$ cat src/rtl/kbd_mmio_responder_if.sv
// Data-memory bus slice seen by the keyboard device.
//   sel           : access falls in the keyboard window (decoded upstream)
//   dmem_read_in  : CPU load request
//   dmem_write_in : CPU store request
//   pipe_stall    : pipeline frozen, no side effects may occur
//   dmem_addr     : word select within the window
//   data_from_reg : store data
//   dmem_data_out : combinational read data back to the CPU
interface kbd_mmio_responder_if;
  logic        sel;
  logic        dmem_read_in;
  logic        dmem_write_in;
  logic        pipe_stall;
  logic [1:0]  dmem_addr;
  logic [31:0] data_from_reg;
  logic [31:0] dmem_data_out;

  modport master (
    output sel, dmem_read_in, dmem_write_in, pipe_stall, dmem_addr, data_from_reg,
    input  dmem_data_out
  );

  modport slave (
    input  sel, dmem_read_in, dmem_write_in, pipe_stall, dmem_addr, data_from_reg,
    output dmem_data_out
  );
endinterface

$ cat src/rtl/kbd_mmio_responder.sv
// Memory-mapped PS/2 keyboard receiver.
// Conditions the raw PS/2 lines, deframes 11-bit frames, buffers valid scan codes in a FIFO and
// exposes DATA / STATUS / CONTROL words on a combinational read path.
//   clk, rst  : system clock, asynchronous active-high reset
//   ps2_clk   : raw PS/2 clock (asynchronous)
//   ps2_data  : raw PS/2 data (asynchronous)
//   bus       : CPU data-memory slice (slave side)
//   kbd_irq   : FIFO non-empty
//   err_cnt   : bad/timed-out frame count, saturating at 255
module kbd_mmio_responder #(
  parameter int unsigned FIFO_AW    = 4,
  parameter int unsigned FILTER_LEN = 8,
  parameter int unsigned TIMEOUT    = 50000
) (
  input  logic                 clk,
  input  logic                 rst,
  input  logic                 ps2_clk,
  input  logic                 ps2_data,
  kbd_mmio_responder_if.slave  bus,
  output logic                 kbd_irq,
  output logic [7:0]           err_cnt
);

  localparam int unsigned Depth = 1 << FIFO_AW;
  localparam int unsigned FltW  = $clog2(FILTER_LEN + 1);
  localparam int unsigned TmoW  = $clog2(TIMEOUT + 1);
  localparam int unsigned CntW  = FIFO_AW + 1;

  typedef enum logic [1:0] {StIdle, StData, StParity, StStop} rx_state_e;

  // Input conditioning
  logic [1:0]      clk_sync_q, data_sync_q;
  logic            clk_s, data_s;
  logic            filt_q;
  logic [FltW-1:0] flt_cnt_q;
  logic            fall;

  always_ff @(posedge clk or posedge rst) begin
    if (rst) begin
      clk_sync_q  <= 2'b11;
      data_sync_q <= 2'b11;
    end else begin
      clk_sync_q  <= {clk_sync_q[0], ps2_clk};
      data_sync_q <= {data_sync_q[0], ps2_data};
    end
  end

  assign clk_s  = clk_sync_q[1];
  assign data_s = data_sync_q[1];

  // Filtered level only follows the synchronised clock after FILTER_LEN consecutive mismatches.
  always_ff @(posedge clk or posedge rst) begin
    if (rst) begin
      filt_q    <= 1'b1;
      flt_cnt_q <= '0;
    end else if (clk_s == filt_q) begin
      flt_cnt_q <= '0;
    end else if (flt_cnt_q == FltW'(FILTER_LEN - 1)) begin
      filt_q    <= clk_s;
      flt_cnt_q <= '0;
    end else begin
      flt_cnt_q <= flt_cnt_q + FltW'(1);
    end
  end

  assign fall = filt_q & ~clk_s & (flt_cnt_q == FltW'(FILTER_LEN - 1));

  // Receive FSM
  rx_state_e       state_q, state_d;
  logic [2:0]      bit_idx_q, bit_idx_d;
  logic [7:0]      shift_q, shift_d;
  logic            par_q, par_d;
  logic            push_q, push_d;
  logic [7:0]      push_byte_q, push_byte_d;
  logic [TmoW-1:0] tmo_q;
  logic            timeout;
  logic            err_inc;
  logic [7:0]      err_q;

  assign timeout = (state_q != StIdle) && !fall && (tmo_q == TmoW'(TIMEOUT - 1));

  always_comb begin
    state_d     = state_q;
    bit_idx_d   = bit_idx_q;
    shift_d     = shift_q;
    par_d       = par_q;
    push_d      = 1'b0;
    push_byte_d = push_byte_q;
    err_inc     = 1'b0;
    if (timeout) begin
      state_d = StIdle;
      err_inc = 1'b1;
    end else if (fall) begin
      unique case (state_q)
        StIdle: begin
          if (!data_s) begin
            state_d   = StData;
            bit_idx_d = 3'd0;
          end
        end
        StData: begin
          shift_d   = {data_s, shift_q[7:1]};
          bit_idx_d = bit_idx_q + 3'd1;
          if (bit_idx_q == 3'd7) state_d = StParity;
        end
        StParity: begin
          par_d   = data_s;
          state_d = StStop;
        end
        StStop: begin
          // Odd parity across data and parity bits, plus a high stop bit.
          if (data_s && (^{shift_q, par_q})) begin
            push_d      = 1'b1;
            push_byte_d = shift_q;
          end else begin
            err_inc = 1'b1;
          end
          state_d = StIdle;
        end
        default: state_d = StIdle;
      endcase
    end
  end

  always_ff @(posedge clk or posedge rst) begin
    if (rst) begin
      state_q     <= StIdle;
      bit_idx_q   <= '0;
      shift_q     <= '0;
      par_q       <= 1'b0;
      push_q      <= 1'b0;
      push_byte_q <= '0;
      tmo_q       <= '0;
      err_q       <= '0;
    end else begin
      state_q     <= state_d;
      bit_idx_q   <= bit_idx_d;
      shift_q     <= shift_d;
      par_q       <= par_d;
      push_q      <= push_d;
      push_byte_q <= push_byte_d;
      tmo_q       <= (state_q == StIdle || fall) ? '0 : tmo_q + TmoW'(1);
      if (err_inc && err_q != 8'hff) err_q <= err_q + 8'd1;
    end
  end

  assign err_cnt = err_q;

  // FIFO and register side effects
  logic [7:0]         mem_q [Depth];
  logic [FIFO_AW-1:0] wr_ptr_q, rd_ptr_q;
  logic [CntW-1:0]    count_q;
  logic               ovf_q;
  logic               acc, nonempty, full, pop, ctrl_wr, flush, ovf_clr, push_ok, ovf_set;
  logic               unused_wdata;

  assign acc      = bus.sel & ~bus.pipe_stall;
  assign nonempty = (count_q != '0);
  assign full     = (count_q == CntW'(Depth));
  assign pop      = acc & bus.dmem_read_in & (bus.dmem_addr == 2'd0) & nonempty;
  assign ctrl_wr  = acc & bus.dmem_write_in & (bus.dmem_addr == 2'd2);
  assign flush    = ctrl_wr & bus.data_from_reg[0];
  assign ovf_clr  = ctrl_wr & bus.data_from_reg[1];
  // A same-cycle pop frees the slot for the incoming byte; flush discards it.
  assign push_ok  = push_q & (~full | pop) & ~flush;
  assign ovf_set  = push_q & full & ~pop & ~flush;
  assign unused_wdata = ^bus.data_from_reg[31:2];

  always_ff @(posedge clk) begin
    if (push_ok) mem_q[wr_ptr_q] <= push_byte_q;
  end

  always_ff @(posedge clk or posedge rst) begin
    if (rst) begin
      wr_ptr_q <= '0;
      rd_ptr_q <= '0;
      count_q  <= '0;
      ovf_q    <= 1'b0;
    end else begin
      if (flush) begin
        wr_ptr_q <= '0;
        rd_ptr_q <= '0;
        count_q  <= '0;
      end else begin
        if (push_ok) wr_ptr_q <= wr_ptr_q + FIFO_AW'(1);
        if (pop)     rd_ptr_q <= rd_ptr_q + FIFO_AW'(1);
        count_q <= count_q + CntW'(push_ok) - CntW'(pop);
      end
      if (ovf_set)      ovf_q <= 1'b1;
      else if (ovf_clr) ovf_q <= 1'b0;
    end
  end

  always_comb begin
    bus.dmem_data_out = '0;
    if (bus.sel) begin
      case (bus.dmem_addr)
        2'd0: if (nonempty) bus.dmem_data_out = {23'd0, 1'b1, mem_q[rd_ptr_q]};
        2'd1: begin
          bus.dmem_data_out[FIFO_AW:0]   = count_q;
          bus.dmem_data_out[FIFO_AW + 4] = ovf_q;
        end
        default: bus.dmem_data_out = '0;
      endcase
    end
  end

  assign kbd_irq = nonempty;

endmodule

$ cat src/flat_wrapper.sv
// flat-port wrapper written by rule: the top's interface ports become plain ports
module kbd_mmio_responder_flat 
#(
  parameter int unsigned FIFO_AW    = 4,
  parameter int unsigned FILTER_LEN = 8,
  parameter int unsigned TIMEOUT    = 50000
)
  (clk, rst, ps2_clk, ps2_data, kbd_irq, err_cnt, bus_sel, bus_dmem_read_in, bus_dmem_write_in, bus_pipe_stall, bus_dmem_addr, bus_data_from_reg, bus_dmem_data_out);
  kbd_mmio_responder_if bus_i ();
  input  logic clk;
  input  logic rst;
  input  logic ps2_clk;
  input  logic ps2_data;
  output logic kbd_irq;
  output logic [7:0] err_cnt;
  input wire logic [$bits(bus_i.sel)-1:0] bus_sel;
  input wire logic [$bits(bus_i.dmem_read_in)-1:0] bus_dmem_read_in;
  input wire logic [$bits(bus_i.dmem_write_in)-1:0] bus_dmem_write_in;
  input wire logic [$bits(bus_i.pipe_stall)-1:0] bus_pipe_stall;
  input wire logic [$bits(bus_i.dmem_addr)-1:0] bus_dmem_addr;
  input wire logic [$bits(bus_i.data_from_reg)-1:0] bus_data_from_reg;
  output wire logic [$bits(bus_i.dmem_data_out)-1:0] bus_dmem_data_out;
  assign bus_i.sel = bus_sel;
  assign bus_i.dmem_read_in = bus_dmem_read_in;
  assign bus_i.dmem_write_in = bus_dmem_write_in;
  assign bus_i.pipe_stall = bus_pipe_stall;
  assign bus_i.dmem_addr = bus_dmem_addr;
  assign bus_i.data_from_reg = bus_data_from_reg;
  assign bus_dmem_data_out = bus_i.dmem_data_out;
  kbd_mmio_responder #(.FIFO_AW(FIFO_AW), .FILTER_LEN(FILTER_LEN), .TIMEOUT(TIMEOUT)) u_core (.clk(clk), .rst(rst), .ps2_clk(ps2_clk), .ps2_data(ps2_data), .bus(bus_i), .kbd_irq(kbd_irq), .err_cnt(err_cnt));
endmodule
$ cat config.mk
export PLATFORM = sky130hd
export DESIGN_NAME = kbd_mmio_responder_flat
export DESIGN_NICKNAME = d
export VERILOG_FILES = /design/src/rtl/kbd_mmio_responder_if.sv /design/src/rtl/kbd_mmio_responder.sv /design/src/flat_wrapper.sv
export SDC_FILE = /design/constraint.sdc
export NUM_CORES = 1
export LEC_CHECK = 0
export CAP_MARGIN = 20
export CORE_MARGIN = 4
export CORE_UTILIZATION = 60
export DETAILED_ROUTE_END_ITERATION = 8
export DONT_BUFFER_PORTS = 1
export PLACE_DENSITY = 0.76
export SYNTH_ARGS = -nofsm -noshare
export SYNTH_HDL_FRONTEND = slang
export SYNTH_SLANG_ARGS = --single-unit
$ cat constraint.sdc
create_clock -name clk -period 3.24 [get_ports clk]
set_input_delay 0.324 -clock clk [delete_from_list [all_inputs] [get_ports clk]]
set_output_delay 0.324 -clock clk [all_outputs]
set_load 0.01 [all_outputs]
* Word level (Yosys, flattened, before mapping)
Memory sizes are Yosys's and may differ from the RTL's.
Index checks and enable logic that the tools add are counted.
** Word-level totals
- Input port bits :: 42
- Bits in writable memories :: 128
- Logic and storage cells :: 116
- Bits in latches :: 0
- Bits in read-only memories :: 0
- Flip-flop bits (word level) :: 70
- Memories :: 1
** Cells by class
- Div/mod/pow operators :: 0
- Multiplexer cells :: 32
- Multipliers :: 0
- Equal/unequal tests :: 14
- Bitwise gates (word level) :: 23
- Reduce and logical (&&, ||, !) cells :: 22
- Shift operators :: 0
- $lt $le $gt $ge :: 0
- $add $sub $neg :: 8
** Memories
- u_core.mem_q :: depth 16, bits a word 8, read ports 1, clocked after Yosys merged registers in 0, write ports 1, RTL line kbd_mmio_responder.sv:150 : logic [7:0] mem_q [Depth];
** Operator list (number)
- 2-to-1 mux 32 bit :: 1
- 2-to-1 mux 4 bit :: 6
- adder 16 x 1 -> 16 bit (second input constant) :: 1
- == test 16 bit (second input constant) :: 1
- 2-to-1 mux 16 bit :: 1
- AND 1 bit :: 15
- adder 4 x 1 -> 4 bit (second input constant) :: 3
- 2-to-1 mux 1 bit :: 12
- nonzero test 2 bit :: 6
- case mux 5 bit (2 select lines) :: 1
- 2-to-1 mux 9 bit :: 1
- AND reduction 3 bit :: 3
- XOR reduction 9 bit :: 1
- adder 8 x 1 -> 8 bit (second input constant) :: 1
- 2-to-1 mux 2 bit :: 4
- != test 8 bit (second input constant) :: 1
- case mux 2 bit (4 select lines) :: 1
- AND reduction 4 bit :: 2
- NOT 1 bit :: 7
- == test 2 bit (second input constant) :: 3
- 2-to-1 mux 3 bit :: 2
- case mux 3 bit (2 select lines) :: 1
- adder 5 x 1 -> 5 bit :: 1
- == test 5 bit (second input constant) :: 1
- other kinds (18) :: 23

* Depth between registers and ports, before layout
Gate-level depths: netlist (run 1).
- Depth in word-level cells :: 11
- Mapped depth :: 14
- Mapped depth without buffers :: 14

* Worst setup path after synthesis (run 1)
Ideal clock, no wire load.
- Path type :: reg-to-reg
- Start point :: register u_core.count_q[3]
- End point :: register u_core.count_q[4]
- Library setup time :: 0.078 ns
- Period minus slack after synthesis :: 2.711 ns
- Data arrival time :: 2.633 ns
- Required time :: 3.162 ns
- Path slack :: 0.529 ns
- Buffers on the path :: 0
- Cell stages (with the launch flop) :: 15
- Cells stage by stage :: dfrtp_1 inv_1 ha_1 nor4b_1 nor3_2 ha_1 inv_1 ha_1 inv_1 fa_1 inv_1 a21oi_1 nor2_1 or3_1 a21oi_1
** On the way
- Longest elaborated chain between the ends :: 8
- Elaborated cells on any way between the ends :: 10
** RTL lines
- from (decl) :: RTL line kbd_mmio_responder.sv:152 : logic [CntW-1:0] count_q;
- from (signal assigned) :: RTL line kbd_mmio_responder.sv:187 : count_q <= count_q + CntW'(push_ok) - CntW'(pop);
- nonzero test 5 bit / == test 5 bit (equally long branches) :: RTL line kbd_mmio_responder.sv:158, kbd_mmio_responder.sv:159
- AND 1 bit / NOT 1 bit (equally long branches) :: RTL line kbd_mmio_responder.sv:160, kbd_mmio_responder.sv:165
- OR 1 bit :: RTL line kbd_mmio_responder.sv:165 : assign push_ok = push_q & (~full | pop) & ~flush;
- AND 1 bit (2 in series) :: RTL line kbd_mmio_responder.sv:165
- adder 5 x 1 -> 5 bit :: RTL line kbd_mmio_responder.sv:187
- subtractor 5 x 1 -> 5 bit (*) :: RTL line kbd_mmio_responder.sv:187
- 2-to-1 mux 5 bit (*) :: RTL line kbd_mmio_responder.sv:180 : if (flush) begin
Every way passes the cells marked *; elsewhere a longest branch is shown, timed or not.
A chain may end at the register's enable or synchronous reset.

* Worst setup path after layout (run 1)
Ends and elaborated chain as after synthesis.

==> results of run 1 <==
[cells by family after synthesis]
kind of cell / count (synthesis) / share of synthesized area [%]
DFF: 198 / 64.4
muxes: 57 / 11.4
other: 1 / 0.0431
AOI/OAI and AO/OA: 47 / 4.09
adders and majority gates: 22 / 3.25
buffers and inverters: 70 / 4.20
and+or+nand+nor: 149 / 8.82
xor gates and xnor gates: 35 / 3.77
[layout by cell type, fill, tap and decap left out, types with 17 or more instances in the layout]
master     instances
edfxtp_1         128
dfrtp_1           64
nor2_1            54
mux4_2            32
inv_1             27
nand2_1           25
conb_1            23
ha_1              21
xor2_1            19
mux2_2            18
clkbuf_16         17
[synthesized netlist by cell type, types with 7 or more instances]
master / instances
a211oi_1: 7
a21oi_1: 7
a22oi_1: 15
and2_1: 15
buf_4: 23
clkbuf_1: 10
dfrtp_1: 65
edfxtp_1: 128
ha_1: 21
inv_1: 28
mux2_2: 18
mux2i_1: 7
mux4_2: 32
nand2_1: 25
nand3_1: 15
nor2_1: 54
nor2b_1: 8
o21ai_0: 9
xnor2_1: 14
xor2_1: 19
[final cells by class]
cell class / count / area, um^2 / share of cell area [%]
flip-flops and latches: 198 / 5600 / 59.1
multi-input cells: 333 / 2820 / 29.7
clock buffers: 23 / 468 / 4.94
well taps: 180 / 225 / 2.38
repair buffers: 13 / 130 / 1.37
clock inverters: 9 / 126 / 1.33
inverters: 28 / 105 / 1.11
[per-stage QoR]
step           hold WS, ps  setup slack, ps
2_1_floorplan          328              529
3_3_place_gp           329              290
3_5_place_dp           216             94.6
4_1_cts               57.2             71.7
5_1_grt               92.6              120
6_report              73.7              348
[final timing paths]
| kind | to | slack (ps) | cells past startpoint |
|---|---|---|---|
| min in group asynchronous | u_core.bit_idx_q[2] | 330 | 2 |
| worst max-delay path | u_core.count_q[4] | 350 | 14 |
| max in group asynchronous | u_core.push_byte_q[4] | 2360 | 3 |
| worst min register to register | u_core.clk_sync_q[1] | 360 | 0 |
| worst max register to register | u_core.count_q[4] | 350 | 14 |
| worst min-delay path | u_core.ovf_q | 70 | 3 |
[routing by layer]
layer  GRT usage [%]  up-vias  share of wire (%)
met3            4.90       19                3.8
met2            34.1       99                 54
met4            6.68        0                1.5
met1            25.5     2315                 40
met5               0        -                  0
li1                -     2105                  -
[worst reg2reg max path, cell delays in order, from the launching register on]
cell	delay, ps
dfrtp_1	420
inv_1	110
ha_1	180
nor4b_2	390
nor3_2	160
ha_1	300
inv_1	40
ha_1	200
inv_1	80
fa_1	220
inv_1	50
a21oi_1	130
nor2_1	70
or3_1	340
a21oi_1	140
[flip-flops by register name, summed over array words and instances (netlist names), 2 cells and up]
name	count
u_core.bit_idx_q	3
u_core.clk_sync_q	2
u_core.count_q	5
u_core.data_sync_q	2
u_core.err_cnt	8
u_core.flt_cnt_q	4
u_core.mem_q	128
u_core.push_byte_q	8
u_core.rd_ptr_q	4
u_core.shift_q	8
u_core.state_q	2
u_core.tmo_q	16
u_core.wr_ptr_q	4
[power breakdown]
group	leakage, nW	internal [W]	switching (W)	total (W)
combinational	1.21	0.000340	0.000384	0.000724
sequential	2.43	0.00274	0.000123	0.00286
clock	0.291	0.00125	0.000870	0.00212
[what timing repair did]
item,4_1_cts,5_1_grt
setup buffers,0,0
setup endpoints to repair,0,1
resized for setup,0,1
endpoints found under the hold margin,14,0
hold buffers,3,0
==> results.yml, run 1 <==
power:
  vdd_drop_max_v: 0.000556
  p_total_w: 0.00571
  powerDensity_nw_per_um2: 602
  p_leak_nw: 3.93
cts:
  insertion_delay_ps: 430
  root_buffer: "clkbuf_16"
  cts_buffers: 17
  cts_tree: "yes"
  htreeDepth: 4
  clkTransAtPathRegs_ps: 70
  clkSinkCount: 198
  clockBufferDepth: 2
global_routing:
  grt_max_degree: 38
  grt_pass1_wl_um: 25000
  first_global_vias: 4796
  antenna_found_initial: 0
  gr-usage-all-layers_pct: 20.0
  grt_overflow_total: 0
yosys:
  yosys_warnings: 0
  yosys_most_used_dff: "edfxtp_1"
  ys_ff_latch: 198
  synth-seq-area-share_pct: 64.4
  syn_inst: 579
  yosys.cell_types.count: 54
  synth-async-reset-ratio_pct: 35.4
  syn_area_per_cell_um2: 15.0
  syn_area_um2: 8700
  synthTopCellsByArea: "edfxtp_1, dfrtp_1, mux4_2"
  synth_edf_count: 128
  synth_top_area_share_pct: 44.2
  yosys.area.top_type: "edfxtp_1"
worst_setup_path:
  crit_arrival_ps: 3250
  cp_slowest_cell: "dfrtp_1"
  crit_chain: "inv_1 -> ha_1 -> nor4b_2 -> nor3_2 -> ha_1 -> inv_1 -> ha_1 -> inv_1 -> fa_1 -> inv_1 -> a21oi_1 -> nor2_1 -> or3_1 -> a21oi_1"
  cp.buffers_inverters: 4
  worstPathRequired_ps: 3600
  critPathLaunch: "u_core.count_q[3]"
  critPathKind: "register to register"
  crit_fanout: 5
  start_kind: "register"
  cp-end-kind: "register"
  cp_common_cell: "inv_1"
  cp_slowest_stage_delay_ps: 420
  worstReg2RegStart: "u_core.count_q[3]"
  critPathTopFamily: "simple AND/OR/NAND/NOR gates"
timing:
  grt_setup_unrepaired: "no"
  relSlewSlack_pct: 49.4
  setup_viol: 0
  hold_viol_final: 0
  fin_worst_skew_ps: 13.0
  slew_viol_final: 0
  worst_pin_slew_ps: 758
  min_period_ps: 2890
  fin_crit_sh_pct: 89.2
  tns_ps: 0
  max_freq_mhz: 346
route:
  finalWirelength_um: 15200
  routed_via_density: 5.79
  ant_nets: 0
  drc: 0
  drtIter0Drc: 302
  via_count: 4538
  wl_per_cell_um: 19.4
  drt_first_pass_iters: 5
finish:
  finalInstanceArea_um2: 9480
  num-fill-cells: 917
  nets: 655
  final_cells: 784
  drive_above_1_share_pct: 17.4
  finalCoreUtilization_pct: 67.5
  antenna_cells: 0
  area_delta_synth_final_pct: 8.96
die:
  pin_count: 83
  start_util_pct: 61.9
  num_rows: 43
  die_x_um: 128
  die-area_um2: 16500
  die_h_um: 128
  core-area_um2: 14000
worst_hold_path:
  hp-class: "input port to register"
  hp-start: "bus_data_from_reg[1]"
flow_run:
  maxCapViolations: 0
place:
  dp_cells: 749
  io_buffers: 0
  place.gp.congestion: 0.765
  dpl_cell_area_um2: 8850
  dp_hpwl_um: 10200
outcome:
  status: "completed"
Note: power is estimated with default switching activity, not from simulation.
==> inputs of run 2 (changes only) <==
CORE_ASPECT_RATIO = 1.4   (was unset)
==> results.yml, run 2 (same netlist as run 1, synthesis figures left out) <==
power:
  vdd_drop_max_v: 0.000388
  powerDensity_nw_per_um2: 587
  p_leak_nw: 3.90
die:
  die_x_um: 110
  pin_count: 83
  die_h_um: 150
  num_rows: 51
  start_util_pct: 62.0
  die-area_um2: 16500
  core-area_um2: 14000
worst_setup_path:
  crit_chain: "inv_1 -> ha_1 -> nor4b_2 -> nor3_2 -> ha_1 -> inv_1 -> ha_1 -> inv_1 -> fa_1 -> inv_1 -> a21oi_1 -> nor2_1 -> or3_1 -> a21oi_1"
  crit_arrival_ps: 3240
  crit_fanout: 5
  worstPathRequired_ps: 3590
  critPathKind: "register to register"
  start_kind: "register"
  cp_slowest_cell: "dfrtp_1"
  cp_common_cell: "inv_1"
  cp_slowest_stage_delay_ps: 410
  cp-end-kind: "register"
timing:
  slew_viol_final: 0
  max_freq_mhz: 346
  grt_setup_unrepaired: "no"
  worst_pin_slew_ps: 815
  tns_ps: 0
  fin_crit_sh_pct: 89.1
  setup_viol: 0
  min_period_ps: 2890
  hold_viol_final: 0
  relSlewSlack_pct: 45.6
  fin_worst_skew_ps: 13.4
  holdWs_ps: 73.5
route:
  drt_first_pass_iters: 4
  finalWirelength_um: 16000
  routed_via_density: 5.76
  wl_per_cell_um: 20.3
  drc: 0
  ant_nets: 0
  drtIter0Drc: 223
  via_count: 4554
finish:
  final_cells: 790
  area_delta_synth_final_pct: 8.56
  largest_reg_flops: 128
  layout_commonest_cell: "edfxtp_1"
  top_regs: "u_core.mem_q (128), u_core.tmo_q (16)"
  top_register: "u_core.mem_q"
  nets: 656
  finalInstanceArea_um2: 9440
  finalCoreUtilization_pct: 67.3
  final_cell_mix: "edfxtp_1, dfrtp_1, nor2_1, mux4_2, inv_1"
  drive_above_1_share_pct: 17.9
  antenna_cells: 0
global_routing:
  grt_max_degree: 49
  gr-usage-all-layers_pct: 21.2
  grt_pass1_wl_um: 25700
  first_global_vias: 4876
  grt_overflow_total: 0
  antenna_found_initial: 0
place:
  dp_cells: 755
  place.gp.congestion: 0.784
  dp_hpwl_um: 10900
  io_buffers: 0
  dpl_cell_area_um2: 8860
cts:
  htreeDepth: 4
  cts_buffers: 17
  clockBufferDepth: 2
  insertion_delay_ps: 430
  cts_setup_buffers: 0
  clkTransAtPathRegs_ps: 70
  cts_tree: "yes"
  clkSinkCount: 198
  root_buffer: "clkbuf_16"
worst_hold_path:
  hp-class: "input port to register"
flow_run:
  maxCapViolations: 0
outcome:
  status: "completed"
run 2: cell count changes in the layout (fill, tap and decap cells not counted), sizes merged:
cell,delta
clkinvlp,+4
bufinv,-3
inv,+5
clkbuf,-6
buf,+1
run 2: layout make-up:
| class | count | area (um^2) |
|---|---|---|
| clock buffers | 17 | 425 |
| flip-flops and latches | 198 | 5600 |
| multi-input cells | 333 | 2820 |
| clock inverters | 15 | 120 |
| well taps | 185 | 231 |
| inverters | 28 | 105 |
| repair buffers | 14 | 138 |
| fillers | 963 | 4600 |
run 2: timing repair:
item                                   in CTS  in global routing
endpoints found under the hold margin      19                  0
hold buffers                                3                  0
gates resized for setup                     0                  1
setup endpoints to repair                   0                  1
run 2: critical path, delay by kind of cell (launching register included):
kind | cells | cell delay (ps)
buffers and inverters | 4 | 270
adders and majority gates | 4 | 890
and+or+nand+nor | 4 | 970
AOI/OAI and AO/OA | 2 | 270
DFF | 1 | 410
run 2: where the power goes:
| part | total [W] | switching, W | internal (W) |
|---|---|---|---|
| registers | 0.00286 | 0.000117 | 0.00274 |
| logic | 0.000747 | 0.000388 | 0.000359 |
| clock network | 0.00194 | 0.000938 | 0.000998 |
| total | 0.00554 | 0.00144 | 0.00410 |
run 2: per-stage QoR:
stage	total power, W	setup slack [ps]
global placement	0.00362	295
finish	0.00554	352
floorplan	0.00348	529
global route	0.00578	158
detailed placement	0.00366	99.3
CTS	0.00559	61.7
run 2: final timing paths:
path / startpoint / end / slack (ps) / cells after the start
max reg2reg: u_core.count_q[2] / u_core.count_q[4] / 350 / 14
min reg2reg: u_core.clk_sync_q[0] / u_core.clk_sync_q[1] / 360 / 0
min in group asynchronous: rst / u_core.bit_idx_q[0] / 370 / 2
min: bus_data_from_reg[1] / u_core.ovf_q / 70 / 3
max in group asynchronous: rst / u_core.rd_ptr_q[0] / 1850 / 3
max: u_core.count_q[2] / u_core.count_q[4] / 350 / 14
run 2: metal layers:
layer / up-vias / GRT usage (%) / routed length (um)
met1: 2338 / 22.9 / 5600
met3: 25 / 4.59 / 458
met5: - / 0 / 0
met4: 0 / 9.11 / 490
met2: 77 / 39.2 / 9450
li1: 2114 / - / -
